==> config.mk <==
export PLATFORM = sky130hd
export DESIGN_NAME = data_mem_arbiter
export DESIGN_NICKNAME = d
export VERILOG_FILES = /design/src/rtl/data_mem_arbiter.sv
export SDC_FILE = /design/constraint.sdc
export NUM_CORES = 1
export LEC_CHECK = 0
export BUFFER_PORTS_ARGS = -buffer_cell sky130_fd_sc_hd__buf_4
export CAP_MARGIN = 20
export CORE_MARGIN = 4
export CORE_UTILIZATION = 35
export CTS_CLUSTER_DIAMETER = 150
export DETAILED_ROUTE_END_ITERATION = 8
export PLACE_DENSITY = 0.63
export SLEW_MARGIN = 10
export SYNTH_ARGS = -nofsm -noshare
export SYNTH_HDL_FRONTEND = slang
export SYNTH_SLANG_ARGS = --single-unit
==> constraint.sdc <==
create_clock -name clk -period 2.15 [get_ports clk]
set_clock_uncertainty 0.05 [all_clocks]
set_input_delay 0.43 -clock clk [delete_from_list [all_inputs] [get_ports clk]]
set_output_delay 0.43 -clock clk [all_outputs]
set_load 0.1 [all_outputs]
==> src/rtl/data_mem_arbiter.sv <==
// Round-robin arbiter sharing a single-port data memory between the CPU (port 0) and DMA (port 1).
// One transaction at a time; reads wait out the fixed memory latency, writes are posted.
module data_mem_arbiter #(
    parameter int unsigned ADDR_W   = 32,
    parameter int unsigned DATA_W   = 32,
    parameter int unsigned READ_LAT = 2
) (
    input  logic              clk,
    input  logic              reset,
    input  logic              req0_valid,
    input  logic              req0_we,
    input  logic [ADDR_W-1:0] req0_addr,
    input  logic [DATA_W-1:0] req0_wdata,
    output logic              req0_ready,
    output logic              req0_rvalid,
    output logic [DATA_W-1:0] req0_rdata,
    input  logic              req1_valid,
    input  logic              req1_we,
    input  logic [ADDR_W-1:0] req1_addr,
    input  logic [DATA_W-1:0] req1_wdata,
    output logic              req1_ready,
    output logic              req1_rvalid,
    output logic [DATA_W-1:0] req1_rdata,
    output logic [ADDR_W-1:0] mem_addr,
    output logic [DATA_W-1:0] mem_wrData,
    output logic              mem_rdMem,
    output logic              mem_wrMem,
    input  logic [DATA_W-1:0] mem_rdData
);

    typedef enum logic [1:0] {StIdle, StWr, StRd, StCap} state_e;

    localparam logic [3:0] CntLast = 4'(READ_LAT - 1);

    state_e            state_q, state_d;
    logic [3:0]        cnt_q, cnt_d;
    logic              last_grant_q;
    logic              grant_q;
    logic [ADDR_W-1:0] addr_q;
    logic [DATA_W-1:0] wdata_q;
    logic              rvalid0_q, rvalid1_q;
    logic [DATA_W-1:0] rdata0_q, rdata1_q;

    logic              accept;
    logic              sel;
    logic              sel_we;

    always_comb begin
        state_d = state_q;
        cnt_d   = cnt_q;
        accept  = 1'b0;
        sel     = 1'b0;

        // Port 0 wins when alone, or on contention when port 1 was served last.
        if (reset && state_q == StIdle) begin
            if (req0_valid && (!req1_valid || last_grant_q)) begin
                accept = 1'b1;
                sel    = 1'b0;
            end else if (req1_valid) begin
                accept = 1'b1;
                sel    = 1'b1;
            end
        end
        sel_we = sel ? req1_we : req0_we;

        case (state_q)
            StIdle: begin
                cnt_d = 4'd0;
                if (accept) state_d = sel_we ? StWr : StRd;
            end
            StWr: state_d = StIdle;
            StRd: begin
                if (cnt_q == CntLast) begin
                    state_d = StCap;
                    cnt_d   = 4'd0;
                end else begin
                    cnt_d = cnt_q + 4'd1;
                end
            end
            StCap:   state_d = StIdle;
            default: state_d = StIdle;
        endcase
    end

    always_ff @(posedge clk or negedge reset) begin
        if (!reset) begin
            state_q      <= StIdle;
            cnt_q        <= 4'd0;
            last_grant_q <= 1'b1;
            grant_q      <= 1'b0;
            addr_q       <= '0;
            wdata_q      <= '0;
            rvalid0_q    <= 1'b0;
            rvalid1_q    <= 1'b0;
            rdata0_q     <= '0;
            rdata1_q     <= '0;
        end else begin
            state_q <= state_d;
            cnt_q   <= cnt_d;
            if (accept) begin
                last_grant_q <= sel;
                grant_q      <= sel;
                addr_q       <= sel ? req1_addr : req0_addr;
                // Write data only tracks writes so mem_wrData stays put across reads.
                if (sel_we) wdata_q <= sel ? req1_wdata : req0_wdata;
            end
            rvalid0_q <= (state_q == StCap) && !grant_q;
            rvalid1_q <= (state_q == StCap) && grant_q;
            if (state_q == StCap) begin
                if (grant_q) rdata1_q <= mem_rdData;
                else         rdata0_q <= mem_rdData;
            end
        end
    end

    assign req0_ready  = accept && !sel;
    assign req1_ready  = accept && sel;
    assign req0_rvalid = rvalid0_q;
    assign req1_rvalid = rvalid1_q;
    assign req0_rdata  = rdata0_q;
    assign req1_rdata  = rdata1_q;
    assign mem_addr    = addr_q;
    assign mem_wrData  = wdata_q;
    assign mem_rdMem   = (state_q == StRd);
    assign mem_wrMem   = (state_q == StWr);

endmodule

==> results summary <==
The run finished with clean final reports. The count of cells along the worst register-to-register path came out at 6. The number of global-route vias before repair was between 5,000 and 6,000. The max-slew headroom at the worst pin came out at 0.488. After synthesis, the largest family of logic cells by area is multiplexers.

The number of placed instances, taps included, is between 1,000 and 1,500. CTS saw between 100 and 150 sinks. The post-synthesis to final-layout area growth came out at 51.6%.

In this run the critical register-to-register path is launched from last_grant_q. Of the cells placed in the final design, the portion with a size suffix greater than 1 is 0.552. The synthesized-area fraction occupied by ao, oa, aoi and oai cells is 0.0368. The number of inserted diodes is 0. The worst endpoint required time came out at around 1.7 ns. Summing all non-filler instances in the final layout gives an area of between 9000 and 10,000 µm². The filler cell count in the final layout came out at 1,525.

The total area of sequential cells is approximately 3500 µm². The buffer depth of the longest clock path came out at 2. The ratio of routed vias to standard cells came out at 4.63. The worst hold slack across all endpoints is between 0.09 and 0.1 ns. The final standard cell utilization of the core came out at 0.542. The async set-or-reset flop fraction in the synthesized netlist came out at 1.00. By count the netlist is led by sky130_fd_sc_hd__dfrtp_1 (137), sky130_fd_sc_hd__nand2_1 (137), sky130_fd_sc_hd__mux2_4 (64), sky130_fd_sc_hd__mux2i_1 (35), sky130_fd_sc_hd__o21ai_0 (34). The number of buffers inserted for hold repair after clock tree synthesis came out at 0. In this run the worst path has a maximum fanout of 3. The sum of net half-perimeters after detailed placement is 12,500 µm. The xor and xnor fraction of the mapped netlist area is 0. Entering global routing, the biggest net connects 139 pins.

After synthesis, the share of cell area in mux cells is 0.270. Yosys attributes the largest share of cell area to sky130_fd_sc_hd__dfrtp_1 (55%), sky130_fd_sc_hd__mux2_4 (16%), sky130_fd_sc_hd__nand2_1 (8.3%). The clock tree from TritonCTS is done. The count of TritonRoute iterations in the first routing pass is 4. The initial antenna violation count came to 0. The routed wire length came out at 16,900 µm.

Of the total synthesized cell area, the portion taken by full adders, half adders and majority gates is 0.00404. The count of different cell masters after synthesis came out at 28. Setup violations remaining at the end of the flow were counted as 0. The clock-pin slew on the worst setup and hold paths came out at about 0.06 ns. The effective utilization at floorplan came out at 0.358.

The post-synthesis instance total is 497. The H-tree depth came out at 4. For this run, design rule violations remaining after detail routing come to 0. The post-detailed-route wirelength per cell is 16.2 µm. The kind of start point of the critical path is a flop. The site row count came out at 48. The placeable core area came out at 17,300 µm². Broken down by cell family, the worst path's largest delay share belongs to simple AND/OR/NAND/NOR gates.

Measured along the y axis, the die boundary spans around 140 µm. The count of input and output buffers is 299. The overflow left after global routing is 0. The synthesized-area fraction occupied by and/or/nand/nor cells came out at 0.0995.

The worst setup path is captured at an output port. In this run the cell area measured after placement is between 8000 and 9000 µm². The root buffer cell is sky130_fd_sc_hd__clkbuf_16.

The peak clock frequency supported by timing came out at ~480 MHz. The internal reg-to-reg setup slack came out at between 0.2 and 0.25 ns. The via count came out at 4,806.

The summed instance area of the synthesized netlist came out at 6190 µm². The footprint of the multi-input gates is ~2600 µm². The mean instance size in the synthesized netlist is between 10 and 15 µm². The number of maximum-capacitance violations is 0.

The worst register-to-register path ends at mem_addr[9]. In this run the worst hold path is classified as in -> async. The number of buffers added by the clock tree synthesis step is 17.

The count of placed standard cells in the final layout, fillers left out came out at 1,039. At the end of routability-driven placement, the weighted congestion stood at around 0.82. The clock period minus final worst setup slack is 2.10 ns. The count of pins on the block boundary is 300. The final layout contains 970 nets.

Counting every net in the synthesized netlist gives 665. The later-pin clock latency in the skew report is 0.40 ns. Walking the worst path, the cells encountered are nor3b_4 > buf_6 > and3_4 > buf_12. Counting flops with a built-in enable in the synthesized netlist gives 0. The first global-routing pass estimated approximately 26,000 µm of wire. For this run, the total global-route usage over all layers was measured as 0.167. The slew at the pin with the worst max-slew slack is ~0.77 ns.

The final clock period utilization by the worst path is 0.976. Setup repair after global routing could not meet its margin everywhere. For this run, the leading register cell type out of synthesis is sky130_fd_sc_hd__dfrtp_1. The horizontal die dimension is 141 µm. Data on the critical path arrives at its endpoint at between 1.5 and 2 ns. The number of failing hold endpoints at the final stage is 0. The die covers between 15,000 and 20,000 µm².

Synthesis inferred 138 register bits. The critical path is of the reg -> out type. The final number of max-transition violations came out at 0. The biggest area contributor in the post-synthesis netlist is sky130_fd_sc_hd__dfrtp_1. The slowest stage of the critical path belongs to the cell sky130_fd_sc_hd__dfrtp_1. The warning count from the yosys run came out at 0. The share of the synthesized area in the top cell type came out at 0.554. The remaining number of nets flagged by the antenna check after routing came out at 0. The buffering stage count on the worst path with inverters included is 2. The maximum single-stage delay on the critical path came out at 0.41 ns. The fraction of the yosys area taken by sequential cells came out at 0.558. The count of routing violations after the opening detailed-route iteration came out at between 150 and 200.
logic make-up (layout without fill, tap and decap cells):
kind of cell    after synthesis  count (layout)
simple gates                151             151
flops                       138             138
mux                         131             131
compound gates               42              42
buf+inv                      33             350
fa+ha+maj                     2               2
how the worst max path moves through the flow:
stage | startpoint | endpoint | slack, ns | cells past startpoint
floorplan | state_q[0] | cnt_q[2] | 0.03 | 5
global placement | req1_valid | mem_addr[9] | 0.11 | 6
detailed placement | req1_valid | mem_addr[9] | 0.06 | 6
CTS | state_q[1] | req0_ready | 0.008 | 4
global route | state_q[0] | req0_ready | -0.03 | 4
finish | state_q[0] | req0_ready | 0.05 | 4
what timing repair did:
item                                    CTS  global route
pin swaps                                 0             2
gates resized for setup                   5             1
setup buffers                             0             3
gates cloned                              0             0
endpoints found under the setup margin    2             2
sequential cells by signal, summed over array words and instances, names as in the netlist:
signal        flops
mem_addr         32
req1_rdata       32
cnt_q             4
mem_wrData       32
last_grant_q      1
req1_rvalid       1
state_q           2
grant_q           1
req0_rvalid       1
req0_rdata       32
per-layer routing:
layer / GRT usage / share of wire / vias to the layer above
met3: 0.0682 / 0.089 / 31
li1: - / - / 2286
met5: 0 / 0 / -
met1: 0.190 / 0.39 / 2280
met4: 0.0643 / 0.028 / 0
met2: 0.281 / 0.49 / 209
area by class of cell:
class	instances	share of cell area
inverter	5	0.00240
timing repair buffer	314	0.263
sequential	138	0.368
tap	225	0.0300
clock inverter	10	0.0153
clock buffer	21	0.0480
multi-input combinational	326	0.273
layout by cell type (no fill, tap or decap), types with 3 or more instances in the layout:
cell type                    synthesis  routed
sky130_fd_sc_hd__mux2_2             32      32
sky130_fd_sc_hd__clkbuf_1           12       3
sky130_fd_sc_hd__bufinv_16           0       3
sky130_fd_sc_hd__nand2_1           137     137
sky130_fd_sc_hd__buf_4               0     304
sky130_fd_sc_hd__o21ai_0            34      34
sky130_fd_sc_hd__a21oi_1             3       3
sky130_fd_sc_hd__mux2_4             64      64
sky130_fd_sc_hd__clkbuf_16           0      17
sky130_fd_sc_hd__buf_12              0       6
sky130_fd_sc_hd__nor2_1              3       3
sky130_fd_sc_hd__buf_6               8       3
sky130_fd_sc_hd__dfrtp_1           137     137
sky130_fd_sc_hd__clkinvlp_4          0       4
sky130_fd_sc_hd__inv_1               5       4
sky130_fd_sc_hd__mux2i_1            35      35
metrics by stage:
stage | setup TNS, ns | worst slack, ns
detailed placement | 0 | 0.0559
global route | -0.0338 | -0.0338
CTS | 0 | 0.00795
global placement | 0 | 0.115
floorplan | 0 | 0.0324
finish | 0 | 0.0513
Power is not shown: default switching activity piles up to over one toggle a cycle in this logic, so the estimate is an artifact.
